File: src/rtl/puf_pkg.sv
// Shared types and elaboration helpers for the PUF multi-sampler.
package puf_pkg;

  typedef enum logic [2:0] {
    ST_IDLE,
    ST_SETTLE,
    ST_SAMPLE,
    ST_SHIFT,
    ST_DONE
  } state_t;

  function automatic int unsigned sel_width(input int unsigned n);
    return (n > 1) ? $clog2(n) : 1;
  endfunction

  // Response length in bits for a 2-bit length code.
  function automatic int unsigned resp_len(input int unsigned resp_w, input logic [1:0] code);
    return resp_w >> (3 - 32'(code));
  endfunction

endpackage

File: src/rtl/puf_vote_counter.sv
// Counts ones over VOTE consecutive samples and reports the majority on the last one.
module puf_vote_counter #(
  parameter int unsigned VOTE = 3
) (
  input  logic clk,
  input  logic reset,
  input  logic sample,
  input  logic bit_in,
  output logic last,
  output logic maj
);

  localparam int unsigned IW = (VOTE > 1) ? $clog2(VOTE) : 1;
  localparam int unsigned OW = $clog2(VOTE + 1);

  logic [IW-1:0] idx;
  logic [OW-1:0] ones;
  logic [OW:0]   total;

  assign last  = (idx == IW'(VOTE - 1));
  // Majority includes the sample presented in the final cycle.
  assign total = {1'b0, ones} + (OW + 1)'(bit_in);
  assign maj   = (total > (OW + 1)'(VOTE / 2));

  always_ff @(posedge clk or posedge reset) begin
    if (reset) begin
      idx  <= '0;
      ones <= '0;
    end else if (sample) begin
      if (last) begin
        idx  <= '0;
        ones <= '0;
      end else begin
        idx  <= idx + 1'b1;
        ones <= ones + OW'(bit_in);
      end
    end
  end

endmodule

File: src/rtl/puf_multi_sampler.sv
// Captures a PUF response bit by bit with settle time and majority voting, then streams it out.
module puf_multi_sampler
  import puf_pkg::*;
#(
  parameter int unsigned NUM_PUF    = 4,
  parameter int unsigned RESP_W     = 64,
  parameter int unsigned VOTE       = 3,
  parameter int unsigned SETTLE_CYC = 8
) (
  input  logic                          clk,
  input  logic                          reset,
  input  logic                          start,
  input  logic [sel_width(NUM_PUF)-1:0] puf_sel,
  input  logic [1:0]                    length,
  input  logic [NUM_PUF-1:0]            puf_bit,
  output logic [NUM_PUF-1:0]            puf_en,
  output logic [$clog2(RESP_W)-1:0]     chal,
  output logic [RESP_W-1:0]             resp,
  output logic                          so,
  output logic                          so_valid,
  output logic                          busy,
  output logic                          done,
  output logic                          err
);

  localparam int unsigned SELW = sel_width(NUM_PUF);
  localparam int unsigned NSEL = 2 ** SELW;
  localparam int unsigned CW   = $clog2(RESP_W);
  localparam int unsigned SW   = (SETTLE_CYC > 1) ? $clog2(SETTLE_CYC) : 1;

  state_t          state, state_nx;
  logic [SELW-1:0] sel_q;
  logic [CW-1:0]   last_q, chal_q, shift_q;
  logic [SW-1:0]   settle_q;
  logic [RESP_W-1:0] resp_q;
  logic            err_q;
  logic [NSEL-1:0] sel_valid;
  logic            sel_ok, settle_end, shift_end, vote_last, maj;

  always_comb begin
    sel_valid = '0;
    for (int unsigned i = 0; i < NSEL; i++) sel_valid[i] = (i < NUM_PUF);
  end

  assign sel_ok     = sel_valid[puf_sel];
  assign settle_end = (settle_q == SW'(SETTLE_CYC - 1));
  assign shift_end  = (shift_q == last_q);

  puf_vote_counter #(.VOTE(VOTE)) u_vote (
    .clk    (clk),
    .reset  (reset),
    .sample (state == ST_SAMPLE),
    .bit_in (puf_bit[sel_q]),
    .last   (vote_last),
    .maj    (maj)
  );

  always_ff @(posedge clk or posedge reset) begin
    if (reset) state <= ST_IDLE;
    else       state <= state_nx;
  end

  always_comb begin
    state_nx = state;
    puf_en   = '0;
    so       = 1'b0;
    so_valid = 1'b0;
    busy     = (state != ST_IDLE);
    done     = 1'b0;
    unique case (state)
      ST_IDLE:   if (start && sel_ok) state_nx = ST_SETTLE;
      ST_SETTLE: begin
        puf_en = NUM_PUF'(1) << sel_q;
        if (settle_end) state_nx = ST_SAMPLE;
      end
      ST_SAMPLE: begin
        puf_en = NUM_PUF'(1) << sel_q;
        if (vote_last) state_nx = (chal_q == last_q) ? ST_SHIFT : ST_SETTLE;
      end
      ST_SHIFT: begin
        so_valid = 1'b1;
        // MSB first: cycle k emits resp[L-1-k], and L-1 is held in last_q.
        so       = resp_q[last_q - shift_q];
        if (shift_end) state_nx = ST_DONE;
      end
      ST_DONE: begin
        done     = 1'b1;
        state_nx = ST_IDLE;
      end
      default: state_nx = ST_IDLE;
    endcase
  end

  always_ff @(posedge clk or posedge reset) begin
    if (reset) begin
      sel_q    <= '0;
      last_q   <= '0;
      chal_q   <= '0;
      shift_q  <= '0;
      settle_q <= '0;
      resp_q   <= '0;
      err_q    <= 1'b0;
    end else begin
      err_q <= 1'b0;
      unique case (state)
        ST_IDLE: begin
          if (start && sel_ok) begin
            sel_q    <= puf_sel;
            last_q   <= CW'(resp_len(RESP_W, length) - 1);
            chal_q   <= '0;
            shift_q  <= '0;
            settle_q <= '0;
            resp_q   <= '0;
          end else if (start) begin
            err_q <= 1'b1;
          end
        end
        ST_SETTLE: settle_q <= settle_end ? '0 : settle_q + 1'b1;
        ST_SAMPLE: begin
          if (vote_last) begin
            resp_q <= {resp_q[RESP_W-2:0], maj};
            if (chal_q != last_q) chal_q <= chal_q + 1'b1;
          end
        end
        ST_SHIFT: shift_q <= shift_end ? '0 : shift_q + 1'b1;
        default: ;
      endcase
    end
  end

  assign chal = chal_q;
  assign resp = resp_q;
  assign err  = err_q;

endmodule
File: config.mk
export PLATFORM = sky130hd
export DESIGN_NAME = puf_multi_sampler
export DESIGN_NICKNAME = d
export VERILOG_FILES = /design/src/rtl/puf_pkg.sv /design/src/rtl/puf_vote_counter.sv /design/src/rtl/puf_multi_sampler.sv
export SDC_FILE = /design/constraint.sdc
export NUM_CORES = 1
export LEC_CHECK = 0
export CAP_MARGIN = 20
export CORE_MARGIN = 8
export CORE_UTILIZATION = 25
export CTS_CLUSTER_SIZE = 30
export DETAILED_ROUTE_END_ITERATION = 6
export PLACE_DENSITY_LB_ADDON = 0.1
export RECOVER_POWER = 50
export SLEW_MARGIN = 15
export SYNTH_ARGS = -nofsm -noshare
export SYNTH_HDL_FRONTEND = slang
export SYNTH_SLANG_ARGS = --single-unit
File: constraint.sdc
create_clock -name clk -period 3.7 [get_ports clk]
set_clock_uncertainty 0.15 [all_clocks]
set_input_delay 1.11 -clock clk [delete_from_list [all_inputs] [get_ports clk]]
set_output_delay 1.11 -clock clk [all_outputs]
set_load 0.01 [all_outputs]
==> Yosys cells after proc, flatten, opt, wreduce, memory -nomap -nowiden <==
Cells that the tools add are included.
{ "totals": {"output_inout_bits": 79, "wordCells": 85, "register_bits": 95, "in_bits": 11} }
{ "op_classes": {"n_lt_le_gt_ge": 4, "eq_ne": 14, "n_mux": 33, "n_addsub": 9, "reduce_logical": 13, "shifts": 2} }
{ "op_table": {"columns": ["op", "n"], "rows": [
  ["$mux 64", 2],
  ["$pmux 64 s2", 1],
  ["$shr 7x32->6 const A", 1],
  ["$mux 6", 4],
  ["$pmux 6 s2", 2],
  ["$mux 3", 6],
  ["$add 6x1->6 const B", 2],
  ["$eq 6x6->1", 2],
  ["$pmux 3 s4", 1],
  ["$ne 2x2->1 const B", 5],
  ["$mux 1", 9],
  ["$reduce_and 4->1", 2],
  ["$lt 6x7->1 const B", 1],
  ["$bmux 1 s6", 1],
  ["$eq 3x2->1 const B", 2],
  ["$eq 3x3->1 const B", 2],
  ["$lt 2x3->1 const B", 2],
  ["$mux 2", 3],
  ["$ne 6x6->1", 1],
  ["$pmux 3 s2", 1],
  ["$reduce_and 2->1", 3],
  ["$reduce_bool 2->1", 3],
  ["$sub 6x1->6 const B", 1],
  ["$sub 6x6->6", 1],
  ["other kinds (16)", 17]
]} }

==> Depth between registers and ports, before layout <==
{ "depth": {"ltp_word": 6, "ltp_mapped": 11, "depth_no_buf": 10} }

==> Hierarchy <==
Synthesis repeated with hierarchy kept, for this count alone.
{ "hier_totals": {"cells_unflattened": 516, "area_unflattened_um2": 4829.6} }
{ "modules_own_cells": {"columns": ["module", "seq_area_each_um2", "cells_each", "area_each_um2", "n_inst"], "rows": [
  ["puf_multi_sampler", 2202.1, 493, 4603.2, 1],
  ["puf_vote_counter", 100.1, 23, 226.5, 1]
]} }

==> Worst setup path after synthesis <==
Ideal clock, no wire load.
{ "synth_path": {"path_kind": "register -> output", "from": "register last_q[2]", "to": "output port so", "required_time_ps": 2440, "slack_ps": -53, "path_stages_with_launch": 11, "path_buffers": 1, "t_arrival_ps": 2493, "cell_sequence": "dfrtp_1 -> inv_1 -> ha_1 -> inv_1 -> fa_1 -> buf_2 -> mux4_2 -> mux2i_1 -> mux2i_1 -> o211ai_1 -> o22ai_1"} }
{ "synth_between": {"elab_chain_cells": 4} }
{ "synth_rtl": {"columns": ["item", "line", "text"], "rows": [
  ["from (decl)", "puf_multi_sampler.sv:33", "logic [CW-1:0] last_q, chal_q, shift_q;"],
  ["from (signal assigned)", "puf_multi_sampler.sv:109", "last_q <= CW'(resp_len(RESP_W, length) - 1);"],
  ["$sub 6x6->6", "puf_multi_sampler.sv:83", "so = resp_q[last_q - shift_q];"],
  ["$bmux 1 s6", "puf_multi_sampler.sv:83", null],
  ["$mux 1 (not written as such)", "puf_multi_sampler.sv:83", null],
  ["$mux 1", "puf_multi_sampler.sv:70", "unique case (state)"],
  ["to (decl)", "puf_multi_sampler.sv:19", "output logic so,"]
]} }
Every way passes these cells. The select of a mux whose other input is x is not followed.

==> Worst setup path after layout <==
Same ends and word-level chain as after synthesis.

==> impl_summary.md <==
STA
Setup violations remaining at the end of the flow were counted as 1. The relative slew slack is -0.0659. In the finished design, the share of the clock period the worst path needs comes to 1.13.

For the pin with the worst max-slew slack, the measured transition is ~1600 ps. The upper clock frequency limit is 239 MHz. Setup repair after global routing could not meet its margin everywhere. The max-slew violation count came to 35.

The hold violation count in the final report is 0. Counting I/O delays and the setup requirement, the final critical path takes roughly 4200 ps. The final worst setup slack is -478 ps.

Drt
In this run the remaining antenna-violating nets after routing total 0. In the final routed layout, each cell accounts on average for between 15 and 20 um. The detailed router finished its first iteration with 142 violations. Using the TritonRoute via totals, the vias-per-cell ratio works out to 4.85. The first-pass iteration count of the detailed router is 4. After detailed routing, the number of remaining DRC violations is 0. The total routed wirelength is 13000 um. The via total after detailed routing is 3499.

Critical path
The startpoint of the worst setup timing path is last_q[2]. The arrival time at the worst endpoint is slightly below 3000 ps. The maximum net fanout on the critical path is 7. The worst setup path is of the reg2out kind. In this run the critical register-to-register path is launched from state[2]. The worst setup path is captured at an output port. Data on the critical path is required at its endpoint by between 2000 and 2500 ps. The worst setup path is launched from a register.

Floorplan
The horizontal die dimension is 151 um. The die area is 22800 um2. For this configuration, the core starts out at a cell density of 0.254. The region available for standard cell placement spans ~18000 um2. The number of top-level design ports is 90.

The floorplan step set the die height to 151 um. The floorplan has 49 rows.

Global route
The total overflow left after global routing is 0. The pin count of the biggest net entering global routing is between 60 and 70. The number of global-route vias before repair is 3753. The global routing usage summed across all routing layers is 0.121. The first global-routing pass estimated 21400 um of wire. The initial antenna violation count came to 0.

Placement
In this run the tool buffered the top-level ports with a little under 90 buffer cells. The final weighted congestion of routability-driven global placement is 0.774. Summed over all nets, the half-perimeter wirelength after detailed placement is 9600 um.

The pre-CTS setup slack is -567 ps. The total cell area at the placement stage is 5860 um2.

Power and ir drop
For this design the static power due to leakage is 0.00269 uW. The worst voltage drop across the vdd grid is 0.000316 V. The total power per unit cell area is 620 nW/um2.

The power after layout is roughly 3800 uW.

Clocking
CTS saw 92 sinks. Clock-pin slew was measured on the worst setup and hold paths at 60 ps. The total clock buffers created by CTS is 9. The H-tree depth reported by CTS is 3. The number of hold buffers added after cts is 0. The TritonCTS clock tree is yes. Clock tree synthesis selected as its root buffer the cell clkbuf_16. The largest buffer count on any clock path is 2. The clock insertion delay at the later pin of the skew report is between 300 and 400 ps.

Yosys
The number of flops mapped to enable cells by yosys is 0. The post-synth design cell area is 4550 um2. During synthesis, Yosys emitted a total of 0 warnings. The cell type with the largest total area after synthesis is dfrtp_1. The count of different cell masters after synthesis is 49. After technology mapping, the gate count stands at 383.

The dominant synthesized flop cell is dfrtp_1. The fraction of synthesis flops using an asynchronous set or reset pin is 1.00. Sorting the synthesized cells by area gives the leading types as dfrtp_1 (51%), a22o_1 (13%), mux4_2 (4.5%), mux2i_1 (3.1%), ha_1 (3.0%). The post-synth net total is 406.

The post-synthesis register bit count is 92. For this run, the register share of the synthesized area comes to 0.506. The proportion of netlist area held by the largest area contributor is 0.506.

A synthesized cell averages 11.9 um2.

Final layout
Fill cells in the final layout number 1765. Relative to the synthesized area, the layout overhead comes to 35.0%. In the layout the commonest cells are dfrtp_1 (92), clkdlybuf4s50_1 (71), a22o_1 (68). The post-layout net count is 510. Registers take around 2300 um2. Of the cells placed in the final design, the portion with a size suffix greater than 1 is 0.126. Leaving out fill and tap cells, the most frequent cell in the layout is dfrtp_1. The area of the multi-input gates is 2100 um2. The count of inserted antenna diode cells is 0. The final non-filler cell area is 6140 um2.

Min path
The worst min-delay path class is reg2reg. The start point of the worst min-delay path is u_vote.ones[1].

Run
The max-capacitance violation count is 1.

Status
The checks that failed: capacitance limit, slew limit, setup timing. The flow ran to the end, but the final reports show violations.
==> worst max-delay path, cell delays in order, from the launching register on <==
cell,delay (ps)
dfrtp_1,390
inv_2,80
ha_4,130
inv_2,30
fa_2,560
buf_4,170
mux4_2,490
mux2i_1,160
mux2i_1,90
o211ai_1,190
o22ai_2,130
buf_2,150
==> cell type report <==
| type | count | share of cell area |
|---|---|---|
| inverters | 13 | 0.00815 |
| flip-flops and latches | 92 | 0.375 |
| multi-input cells | 254 | 0.342 |
| repair buffers | 117 | 0.180 |
| well taps | 229 | 0.0466 |
| clock inverters | 5 | 0.00672 |
| clock buffers | 11 | 0.0411 |
==> timing repair <==
item | in CTS | in global routing
setup endpoints to repair | 1 | 1
resized for setup | 9 | 1
pin swaps | 4 | 3
setup buffers | 2 | 0
hold endpoints to repair | 0 | 0
==> logic make-up (layout without fill, tap and decap cells) <==
kind of cell,after synthesis,count (layout),share of synthesized area
adders and majority gates,12,12,0.0346
AOI/OAI and AO/OA,117,117,0.204
buffers and inverters,37,146,0.0382
muxes,35,35,0.105
DFF,92,92,0.506
xor gates and xnor gates,14,14,0.0269
other,1,1,0.000824
and+or+nand+nor,75,75,0.0844
==> registers in the layout, indices dropped and copies added, names as in the netlist <==
name	flops
chal	6
last_q	4
resp	64
sel_q	2
settle_q	3
shift_q	6
state	3
u_vote.idx	2
u_vote.ones	2
==> through the flow <==
stage	TNS (ps)	hold slack [ps]	util	std cells
floorplan	0	304	-	383
global placement	-480	317	0.327	703
detailed placement	-567	331	0.327	703
CTS	-627	346	0.345	721
global route	-660	362	0.343	721
finish	-478	337	0.343	721
==> power by group <==
part	switching, uW	internal (uW)	leakage, uW
logic	923	728	0.00130
registers	120	1120	0.00125
clock network	416	499	0.000139
total	1460	2350	0.00269
==> Yosys cell counts, types with 8 or more instances <==
master and count:
mux2_1 12, dfrtp_1 92, nor2_1 19, nand2_1 18
mux2i_1 14, buf_2 9, o21ai_1 16, a22o_1 68
ha_1 11, inv_1 13, xor2_1 8, clkbuf_1 11
mux4_2 9
==> metal layers <==
metal  wire [um]  share of wire  GRT usage  vias up
li1            -              -          -     1656
met1        5580           0.43      0.145     1756
met2        6390           0.49      0.200       77
met3         922          0.071     0.0478       10
met4         138          0.011     0.0262        0
met5           0              0          0        -
==> worst paths after layout <==
check	depth (start not counted)	slack (ps)	endpoint
worst max-delay path	11	-480	so
worst min-delay path	2	340	u_vote.ones[1]
worst max register to register	5	970	resp[28]
worst min register to register	2	340	u_vote.ones[1]
max in group asynchronous	3	590	resp[21]
min in group asynchronous	2	1440	u_vote.ones[0]
No activity file was read; power rests on OpenSTA's default activity.
